<file path="src/rtl/ram_stream_dma_if.sv">
`default_nettype none
// ============================================================================
// ram_stream_dma_if : command, byte-stream and RAM-pin bundle for ram_stream_dma
// Revision 1.0
// ============================================================================
interface ram_stream_dma_if #(
    parameter int ADDR_W = 8,
    parameter int DATA_W = 8
);
    logic              cmd_valid;
    logic              cmd_ready;
    logic              cmd_dir;
    logic [ADDR_W-1:0] cmd_base;
    logic [7:0]        cmd_len;
    logic [DATA_W-1:0] cmd_key;
    logic              in_valid;
    logic              in_ready;
    logic [DATA_W-1:0] in_data;
    logic              out_valid;
    logic              out_ready;
    logic [DATA_W-1:0] out_data;
    logic              busy;
    logic              done;
    logic [ADDR_W-1:0] ram_addr;
    logic [DATA_W-1:0] ram_data;
    logic              ram_we;
    logic [DATA_W-1:0] ram_q;

    modport slave (
        input  cmd_valid, cmd_dir, cmd_base, cmd_len, cmd_key,
        input  in_valid, in_data, out_ready, ram_q,
        output cmd_ready, in_ready, out_valid, out_data, busy, done,
        output ram_addr, ram_data, ram_we
    );

    modport master (
        output cmd_valid, cmd_dir, cmd_base, cmd_len, cmd_key,
        output in_valid, in_data, out_ready, ram_q,
        input  cmd_ready, in_ready, out_valid, out_data, busy, done,
        input  ram_addr, ram_data, ram_we
    );
endinterface
`default_nettype wire

</file>
<file path="src/rtl/ram_stream_dma.sv">
`default_nettype none
// ============================================================================
// ram_stream_dma : byte-stream <-> single-port RAM DMA; XOR_KEY_EN adds XOR key
// Revision 1.0
// ============================================================================
module ram_stream_dma #(
    parameter int ADDR_W = 8,
    parameter int DATA_W = 8
) (
    input  logic            clk,
    input  logic            rst_n,
    ram_stream_dma_if.slave bus
);
    typedef enum logic [1:0] {
        IDLE  = 2'd0,
        WRITE = 2'd1,
        READ  = 2'd2,
        FIN   = 2'd3
    } state_t;

    state_t            state_q, state_d;
    logic [ADDR_W-1:0] addr_q, addr_d;
    logic [ADDR_W-1:0] last_addr_q, last_addr_d;
    logic [7:0]        rem_issue_q, rem_issue_d;
    logic [7:0]        rem_out_q, rem_out_d;
    logic [DATA_W-1:0] fifo_q [2];
    logic              wr_ptr_q, rd_ptr_q;
    logic [1:0]        count_q, count_d;
    logic              inflight_q;
    logic [DATA_W-1:0] w_key;
    logic              w_wr_fire;
    logic              w_issue;
    logic              w_pop;
    logic              w_out_valid;
    logic [2:0]        w_occ;

`ifdef XOR_KEY_EN
    logic [DATA_W-1:0] key_q, key_d;
    assign key_d = (state_q == IDLE && bus.cmd_valid) ? bus.cmd_key : key_q;
    always_ff @(posedge clk) begin
        if (!rst_n) key_q <= '0;
        else        key_q <= key_d;
    end
    assign w_key = key_q;
`else
    logic w_unused_key;
    assign w_unused_key = ^bus.cmd_key;
    assign w_key        = '0;
`endif

    assign w_out_valid = (state_q == READ) && (count_q != 2'd0);
    assign w_pop       = w_out_valid && bus.out_ready;
    // Occupancy after this cycle's pop; counting the pop keeps 1 byte/cycle.
    assign w_occ       = {1'b0, count_q} + {2'b00, inflight_q} - {2'b00, w_pop};
    assign count_d     = count_q + {1'b0, inflight_q} - {1'b0, w_pop};

    always_comb begin
        state_d     = state_q;
        addr_d      = addr_q;
        last_addr_d = last_addr_q;
        rem_issue_d = rem_issue_q;
        rem_out_d   = rem_out_q;
        w_wr_fire   = 1'b0;
        w_issue     = 1'b0;
        case (state_q)
            IDLE: begin
                if (bus.cmd_valid) begin
                    addr_d      = bus.cmd_base;
                    rem_issue_d = bus.cmd_len;
                    rem_out_d   = bus.cmd_len;
                    if (bus.cmd_len == 8'd0) state_d = FIN;
                    else if (bus.cmd_dir)    state_d = READ;
                    else                     state_d = WRITE;
                end
            end
            WRITE: begin
                if (bus.in_valid) begin
                    w_wr_fire   = 1'b1;
                    last_addr_d = addr_q;
                    addr_d      = addr_q + ADDR_W'(1);
                    rem_out_d   = rem_out_q - 8'd1;
                    if (rem_out_q == 8'd1) state_d = FIN;
                end
            end
            READ: begin
                if (rem_issue_q != 8'd0 && w_occ < 3'd2) begin
                    w_issue     = 1'b1;
                    last_addr_d = addr_q;
                    addr_d      = addr_q + ADDR_W'(1);
                    rem_issue_d = rem_issue_q - 8'd1;
                end
                if (w_pop) begin
                    rem_out_d = rem_out_q - 8'd1;
                    if (rem_out_q == 8'd1) state_d = FIN;
                end
            end
            default: state_d = IDLE;
        endcase
    end

    always_ff @(posedge clk) begin
        if (!rst_n) begin
            state_q     <= IDLE;
            addr_q      <= '0;
            last_addr_q <= '0;
            rem_issue_q <= '0;
            rem_out_q   <= '0;
            fifo_q[0]   <= '0;
            fifo_q[1]   <= '0;
            wr_ptr_q    <= 1'b0;
            rd_ptr_q    <= 1'b0;
            count_q     <= '0;
            inflight_q  <= 1'b0;
        end else begin
            state_q     <= state_d;
            addr_q      <= addr_d;
            last_addr_q <= last_addr_d;
            rem_issue_q <= rem_issue_d;
            rem_out_q   <= rem_out_d;
            count_q     <= count_d;
            inflight_q  <= w_issue;
            if (inflight_q) begin
                fifo_q[wr_ptr_q] <= bus.ram_q;
                wr_ptr_q         <= ~wr_ptr_q;
            end
            if (w_pop) rd_ptr_q <= ~rd_ptr_q;
        end
    end

    assign bus.cmd_ready = (state_q == IDLE);
    assign bus.busy      = (state_q != IDLE);
    assign bus.done      = (state_q == FIN);
    assign bus.in_ready  = (state_q == WRITE);
    assign bus.out_valid = w_out_valid;
    assign bus.out_data  = w_out_valid ? (fifo_q[rd_ptr_q] ^ w_key) : '0;
    assign bus.ram_we    = w_wr_fire;
    assign bus.ram_addr  = (w_wr_fire || w_issue) ? addr_q : last_addr_q;
    assign bus.ram_data  = w_wr_fire ? (bus.in_data ^ w_key) : '0;
endmodule
`default_nettype wire

</file>
<file path="src/flat_wrapper.sv">
// flat-port wrapper written by rule: the top's interface ports become plain ports
module ram_stream_dma_flat 
#(
    parameter int ADDR_W = 8,
    parameter int DATA_W = 8
)
  (clk, rst_n, bus_cmd_valid, bus_cmd_dir, bus_cmd_base, bus_cmd_len, bus_cmd_key, bus_in_valid, bus_in_data, bus_out_ready, bus_ram_q, bus_cmd_ready, bus_in_ready, bus_out_valid, bus_out_data, bus_busy, bus_done, bus_ram_addr, bus_ram_data, bus_ram_we);
  ram_stream_dma_if #(.ADDR_W(ADDR_W), .DATA_W(DATA_W)) bus_i ();
  input  logic clk;
  input  logic rst_n;
  input wire logic [$bits(bus_i.cmd_valid)-1:0] bus_cmd_valid;
  input wire logic [$bits(bus_i.cmd_dir)-1:0] bus_cmd_dir;
  input wire logic [$bits(bus_i.cmd_base)-1:0] bus_cmd_base;
  input wire logic [$bits(bus_i.cmd_len)-1:0] bus_cmd_len;
  input wire logic [$bits(bus_i.cmd_key)-1:0] bus_cmd_key;
  input wire logic [$bits(bus_i.in_valid)-1:0] bus_in_valid;
  input wire logic [$bits(bus_i.in_data)-1:0] bus_in_data;
  input wire logic [$bits(bus_i.out_ready)-1:0] bus_out_ready;
  input wire logic [$bits(bus_i.ram_q)-1:0] bus_ram_q;
  output wire logic [$bits(bus_i.cmd_ready)-1:0] bus_cmd_ready;
  output wire logic [$bits(bus_i.in_ready)-1:0] bus_in_ready;
  output wire logic [$bits(bus_i.out_valid)-1:0] bus_out_valid;
  output wire logic [$bits(bus_i.out_data)-1:0] bus_out_data;
  output wire logic [$bits(bus_i.busy)-1:0] bus_busy;
  output wire logic [$bits(bus_i.done)-1:0] bus_done;
  output wire logic [$bits(bus_i.ram_addr)-1:0] bus_ram_addr;
  output wire logic [$bits(bus_i.ram_data)-1:0] bus_ram_data;
  output wire logic [$bits(bus_i.ram_we)-1:0] bus_ram_we;
  assign bus_i.cmd_valid = bus_cmd_valid;
  assign bus_i.cmd_dir = bus_cmd_dir;
  assign bus_i.cmd_base = bus_cmd_base;
  assign bus_i.cmd_len = bus_cmd_len;
  assign bus_i.cmd_key = bus_cmd_key;
  assign bus_i.in_valid = bus_in_valid;
  assign bus_i.in_data = bus_in_data;
  assign bus_i.out_ready = bus_out_ready;
  assign bus_i.ram_q = bus_ram_q;
  assign bus_cmd_ready = bus_i.cmd_ready;
  assign bus_in_ready = bus_i.in_ready;
  assign bus_out_valid = bus_i.out_valid;
  assign bus_out_data = bus_i.out_data;
  assign bus_busy = bus_i.busy;
  assign bus_done = bus_i.done;
  assign bus_ram_addr = bus_i.ram_addr;
  assign bus_ram_data = bus_i.ram_data;
  assign bus_ram_we = bus_i.ram_we;
  ram_stream_dma #(.ADDR_W(ADDR_W), .DATA_W(DATA_W)) u_core (.clk(clk), .rst_n(rst_n), .bus(bus_i));
endmodule
</file>
<file path="config.mk">
export PLATFORM = sky130hd
export DESIGN_NAME = ram_stream_dma_flat
export DESIGN_NICKNAME = d
export VERILOG_FILES = /design/src/rtl/ram_stream_dma_if.sv /design/src/rtl/ram_stream_dma.sv /design/src/flat_wrapper.sv
export SDC_FILE = /design/constraint.sdc
export NUM_CORES = 1
export LEC_CHECK = 0
export CORE_MARGIN = 8
export CORE_UTILIZATION = 31
export DETAILED_ROUTE_END_ITERATION = 12
export GPL_TIMING_DRIVEN = 0
export SLEW_MARGIN = 30
export SYNTH_ARGS = -nofsm -noshare
export SYNTH_HDL_FRONTEND = slang
export SYNTH_SLANG_ARGS = --single-unit
</file>
<file path="constraint.sdc">
create_clock -name clk -period 4.43 [get_ports clk]
set_clock_uncertainty 0.15 [all_clocks]
set_input_delay 0.443 -clock clk [delete_from_list [all_inputs] [get_ports clk]]
set_output_delay 0.443 -clock clk [all_outputs]
set_load 0.01 [all_outputs]
</file>
* After elaboration in Yosys (flattened, before gate mapping) *
Memory sizes are Yosys's and may differ from the RTL's. A register that Yosys moved wholly into a read port is not among the register bits.
Cells that the tools add are included.

storage, ports and cells
  bits in registers = 39
  bits in writable memories = 16
  output and inout bits = 30
  word-level logic and storage cells = 82
  memories kept = 1

cells by class
  add/sub/neg operators = 7
  order comparisons = 1
  equality and inequality tests = 8
  multiplexer cells = 36
  bitwise operators = 2
  reductions and logical operators = 18

memories
  name           depth  width  read ports  clocked after Yosys merged registers in  wr ports  line                  text
  u_core.fifo_q  2      8      1           1                                        2         ram_stream_dma.sv:26  logic [DATA_W-1:0] fifo_q [2];

operators with widths
  cell                 number
  $mux 8               13
  $pmux 8 s3           2
  $pmux 8 s2           2
  $sub 8x1->8 const B  2
  $mux 1               12
  $mux 2               6
  $reduce_and 3->1     3
  $add 8x1->8 const B  1
  $eq 8x1->1 const B   1
  $logic_not 8->1      1
  $reduce_and 4->1     2
  $reduce_bool 2->1    4
  $reduce_bool 8->1    1
  $reduce_or 8->1      1
  $ne 2x2->1 const B   3
  $pmux 2 s3           1
  $eq 2x2->1 const B   2
  $add 2x1->3          1
  $logic_and 1x1->1    3
  $lt 3x2->1 const B   1
  $reduce_bool 3->1    1
  $sub 3x1->3          1
  $add 2x1->2          1
  $eq 2x1->1 const B   1
  other kinds (5)      6

* Logic depth before layout (Yosys ltp) *
  depth after elaboration = 10
  mapped depth = 15

* Worst setup path after synthesis *
No wires, ideal clock.

  path kind = register to output
  start = register u_core.state_q[0]
  end = output bus_ram_addr[0]
  arrival = 3.443 ns
  data required time = 3.837 ns
  path slack = 0.394 ns
  cell stages (with the launch flop) = 15
  buffers on the path = 1
  cells stage by stage = dfxtp_1 inv_1 ha_1 buf_2 o21ai_1 inv_1 and2_1 ha_1 inv_1 ha_1 fa_1 xnor2_1 a211oi_2 a21oi_2 mux2_2

on the way
  cells in the longest elaborated chain, start to end = 10
  elaborated cells on any way between the ends = 12

RTL lines
  element                 line                   text
  from (decl)             ram_stream_dma.sv:21   state_t state_q, state_d;
  from (signal assigned)  ram_stream_dma.sv:115  state_q <= state_d;
  $eq 2x2->1              ram_stream_dma.sv:51   assign w_out_valid = (state_q == READ) && (count_q != 2'd0);
  $logic_and 1x1->1       ram_stream_dma.sv:51
  via bus_out_valid       flat_wrapper.sv:22     output wire logic [$bits(bus_i.out_valid)-1:0] bus_out_valid;
  $logic_and 1x1->1       ram_stream_dma.sv:52   assign w_pop = w_out_valid && bus.out_ready;
  via u_core.w_pop        ram_stream_dma.sv:33   logic w_pop;
  $sub 3x1->3             ram_stream_dma.sv:54   assign w_occ = {1'b0, count_q} + {2'b00, inflight_q} - {2'b00, w_pop};
  $lt 3x2->1              ram_stream_dma.sv:86   if (rem_issue_q != 8'd0 && w_occ < 3'd2) begin
  $logic_and 1x1->1       ram_stream_dma.sv:86
  $mux 1                  ram_stream_dma.sv:86
  $mux 1                  ram_stream_dma.sv:65   case (state_q)
  $logic_or 1x1->1        ram_stream_dma.sv:137  assign bus.ram_addr = (w_wr_fire || w_issue) ? addr_q : last_addr_q;
  $mux 8                  ram_stream_dma.sv:137
  to (decl)               flat_wrapper.sv:26     output wire logic [$bits(bus_i.ram_addr)-1:0] bus_ram_addr;

The timed path passes the listed nets, and every way through them passes these cells.

* Worst setup path in the final report *
  start = register u_core.state_q[0]
  end = output bus_ram_addr[7]

on the way
  cells in the longest elaborated chain, start to end = 10
  elaborated cells on any way between the ends = 12

RTL lines
  element            line
  $eq 2x2->1         ram_stream_dma.sv:51
  $logic_and 1x1->1  ram_stream_dma.sv:51
  $logic_and 1x1->1  ram_stream_dma.sv:52
  via u_core.w_pop   ram_stream_dma.sv:33
  $sub 3x1->3        ram_stream_dma.sv:54
  $lt 3x2->1         ram_stream_dma.sv:86
  $logic_and 1x1->1  ram_stream_dma.sv:86
  $mux 1             ram_stream_dma.sv:86
  $mux 1             ram_stream_dma.sv:65
  $logic_or 1x1->1   ram_stream_dma.sv:137
  $mux 8             ram_stream_dma.sv:137

The timed path passes the listed nets, and every way through them passes these cells.

==> impl_metrics.csv <==
group,metric,value,unit
floorplan,start_util,32.0,%
synth,syn-cell-area,0.00332,mm²
floorplan,die_y,120,µm
clock_network,clk_pin_slew_worst_paths,110,ps
placed_design,place_area,0.00416,mm²
drt,wl_per_cell,16.8,µm
clock_network,clockRootBuffer,"clkbuf_8",
finish,drive_above_1_share,8.14,%
synth,syn-num-nets,422,
power_and_ir_drop,p_total,0.00229,W
power_and_ir_drop,intPower,0.00134,W
global_routing,grt-ovfl-total,0,
floorplan,die-area,0.0143,mm²
finish,antenna_cells,0,
synth,synth_flop_cell,"dfxtp_1",
global_routing,grt_max_degree,19,
synth,yosys_warnings,0,
power_and_ir_drop,p_comb_share,49.7,%
finish,final_area,0.00435,mm²
synth,async_flop_share,0,%
synth,avgSynthCellArea,9.13,µm²
finish,mostFrequentLayoutCells,"clkdlybuf4s50_1 (59), dfxtp_1 (39), nand2_1 (27)",
timing,hold_viol,0,
global_routing,antenna_found_initial,0,
finish,final_common_cell,"clkdlybuf4s50_1",
placed_design,gp_congestion,0.903,
setup_path,r2r_setup_slack,670,ps
power_and_ir_drop,clkPwrFrac,15.5,%
clock_network,clk_latency,320,ps
synth,yosysSeqAreaShare,38.6,%
floorplan,fp-row-count,37,
setup_path,reg2regPathDepth,15,
drt,ant_nets,0,
clock_network,cts.hold.buffers_added,0,
drt,remaining_drc_errors,0,
clock_network,cts_tree,"built",
floorplan,ios,76,
flow_run,maxCapViolCount,0,
timing,tightestPinTransition,855,ps
timing,finalCriticalPeriod,4260,ps
timing,holdWs,314,ps
placed_design,dp_hpwl,7270,µm
finish,area_growth,30.9,%
setup_path,cp_max_fo,10,
power_and_ir_drop,leakage,1.65,nW
synth,ys_ff_latch,56,
global_routing,grtUsageTotal,13.7,%
placed_design,place.port_buffers,67,
setup_path,cp_slowest_stage_delay,410,ps
drt,drt_iter0_drc,210,
drt,vias,3070,
timing,rsz0062_at_grt,"no",
setup_path,r2r_start,"u_core.state_q[0]$_SDFFE_PN0P_",
setup_path,rr_endpoint,"u_core.last_addr_q[2]$_SDFFE_PN0P_",
synth,yosys-top-cells-area,"dfxtp_1 (24%), edfxtp_1 (14%), mux2i_1 (6.6%)",
setup_path,path_cells,"inv_1 -> ha_2 -> buf_6 -> o21ai_4 -> inv_1 -> and2_1 -> ha_1 -> inv_1 -> ha_1 -> fa_1 -> xnor2_2 -> a211oi_4 -> a21oi_4 -> buf_12 -> mux2_2 -> dlygate4sd2_1",
setup_path,cp_common_cell,"inv_1",
run_status,status,"complete, no violations",
clock_network,htree_levels,2,
min_path,hp-class,"flop to flop",
setup_path,cpMaxStageDelayCell,"fa_1",
global_routing,grt_pass1_wl,16200,µm
floorplan,die_x,120,µm
power_and_ir_drop,ir_drop,256,µV
setup_path,setup.worst_path.end,"bus_ram_addr[7]",
timing,fmax,0.235,GHz
drt,drt-total-wl,9700,µm
floorplan,fp.coreArea,0.0104,mm²
synth,ys_types,62,
setup_path,cp-end-kind,"output port",
clock_network,cts_made_buffers,5,
synth,synth_top_area_share,24.1,%
timing,setup_viol,0,
power_and_ir_drop,p_per_area,528,mW/mm²
global_routing,grt_pass1_vias,3079,
timing,maxSlewViolCount,0,
setup_path,setup.worst_path.start_class,"flop",
timing,fin_crit_sh,96.1,%
power_and_ir_drop,netSwitchingFraction,41.6,%
synth,netlist_instances,364,
setup_path,crit_type,"flop to output port",
synth,yosysTopAreaCell,"dfxtp_1",
synth,synth-edff-count,16,
setup_path,cp-startpoint,"u_core.state_q[0]$_SDFFE_PN0P_",
timing,slew_headroom,42.6,%
drt,via_per_inst,5.31,
drt,dr.pass1.iters,4,
clock_network,cts_sinks,56,
setup_path,cp.required,3840,ps
power_and_ir_drop,pwr-share-seq,34.8,%
clock_network,clk_path_buf_depth,2,
setup_path,arrival,3660,ps
finish,final_nets,499,
power_and_ir_drop,p_switching,0.000953,W
## Yosys cell counts, types with 2 or more instances
cell type,count
clkbuf_1,15
xnor2_1,3
o221a_2,2
nand2_1,27
a211oi_1,4
or3_1,5
nand3_1,5
mux2i_1,22
a2111oi_0,2
nand2b_1,3
nor2b_1,9
or4_1,2
dfxtp_1,40
mux2_2,9
buf_2,2
o21a_1,2
ha_1,11
a22oi_1,2
o21ai_0,19
and3_1,11
o211ai_1,5
o311ai_0,3
a211o_1,2
o31ai_1,2
o211a_1,3
and2_1,22
a21oi_1,16
nor4_1,6
nor2_1,18
inv_1,21
nor3_1,16
a21boi_0,2
o32ai_1,9
edfxtp_1,16
## worst max-delay path: cells and delay by family (launching register included)
family,cells,cell delay [ps]
xor gates and xnor gates,1,270
muxes,1,320
buffers and inverters,6,770
and+or+nand+nor,1,190
adders and majority gates,4,1110
DFF,1,360
AOI/OAI and AO/OA,3,320
## per-layer routing
metal,vias up,global-route usage (%),wire [µm]
met1,1478,18.1,4590
met3,9,2.86,519
li1,1502,-,-
met2,81,22.3,4510
met5,-,0,0
met4,0,3.43,81
## worst min path at each step
stage	startpoint	endpoint	slack, ps	cells after the start
after detailed placement	u_core.last_addr_q[1]$_SDFFE_PN0P_	u_core.last_addr_q[1]$_SDFFE_PN0P_	290	2
after CTS	u_core.last_addr_q[3]$_SDFFE_PN0P_	u_core.last_addr_q[3]$_SDFFE_PN0P_	310	2
after global routing	u_core.last_addr_q[3]$_SDFFE_PN0P_	u_core.last_addr_q[3]$_SDFFE_PN0P_	330	2
after global placement	u_core.last_addr_q[5]$_SDFFE_PN0P_	u_core.last_addr_q[5]$_SDFFE_PN0P_	290	2
final	u_core.last_addr_q[3]$_SDFFE_PN0P_	u_core.last_addr_q[3]$_SDFFE_PN0P_	310	2
after floorplan	u_core.last_addr_q[0]$_SDFFE_PN0P_	u_core.last_addr_q[0]$_SDFFE_PN0P_	280	2
## cell type report
type	count	area [µm²]
buffer	18	83.8
timing repair buffer	70	696
sequential	56	1280
clock buffer	5	68.8
fill	1059	6020
tap	136	170
multi-input combinational	268	1920
inverter	22	82.6
clock inverter	3	47.5
## power by group through the flow
stage                     clock network (W)  registers (W)  logic, W
after detailed placement                  0       0.000805   0.00109
after CTS                          0.000364       0.000795   0.00114
after global routing               0.000387       0.000819   0.00126
after global placement                    0       0.000801   0.00107
after floorplan                           0       0.000769  0.000778
final                              0.000356       0.000797   0.00114
## cells by family after synthesis
family                     share of synthesized area, %
adders and majority gates                          4.75
muxes                                              9.68
buffers and inverters                              4.82
AOI/OAI and AO/OA                                  20.1
xor gates and xnor gates                          0.791
and+or+nand+nor                                    21.3
DFF                                                38.6
## stage by stage
stage                     TNS (ps)  setup WS (ps)  cells  utilization (%)
final                            0            173    578             41.9
after global routing             0           19.2    578             41.9
after CTS                        0            137    578             41.9
after detailed placement     -5120           -647    567             40.1
after global placement       -4770           -602    567             40.1
after floorplan                  0            394    364                -
## flip-flops by register name, indices dropped and copies added (netlist names), named ones only
signal	flops
u_core.last_addr_q	8
u_core.rem_issue_q	8
u_core.state_q	2
u_core.count_q	2
u_core.wr_ptr_q	1
u_core.rem_out_q	8
u_core.inflight_q	1
u_core.fifo_q	16
u_core.rd_ptr_q	1
u_core.addr_q	8
## timing repair
action | in CTS | in global routing
pin swaps | 3 | 1
gates cloned | 0 | 0
setup buffers | 3 | 0
endpoints found under the setup margin | 8 | 2
resized for setup | 17 | 0
(Power assumes the default switching activity.)
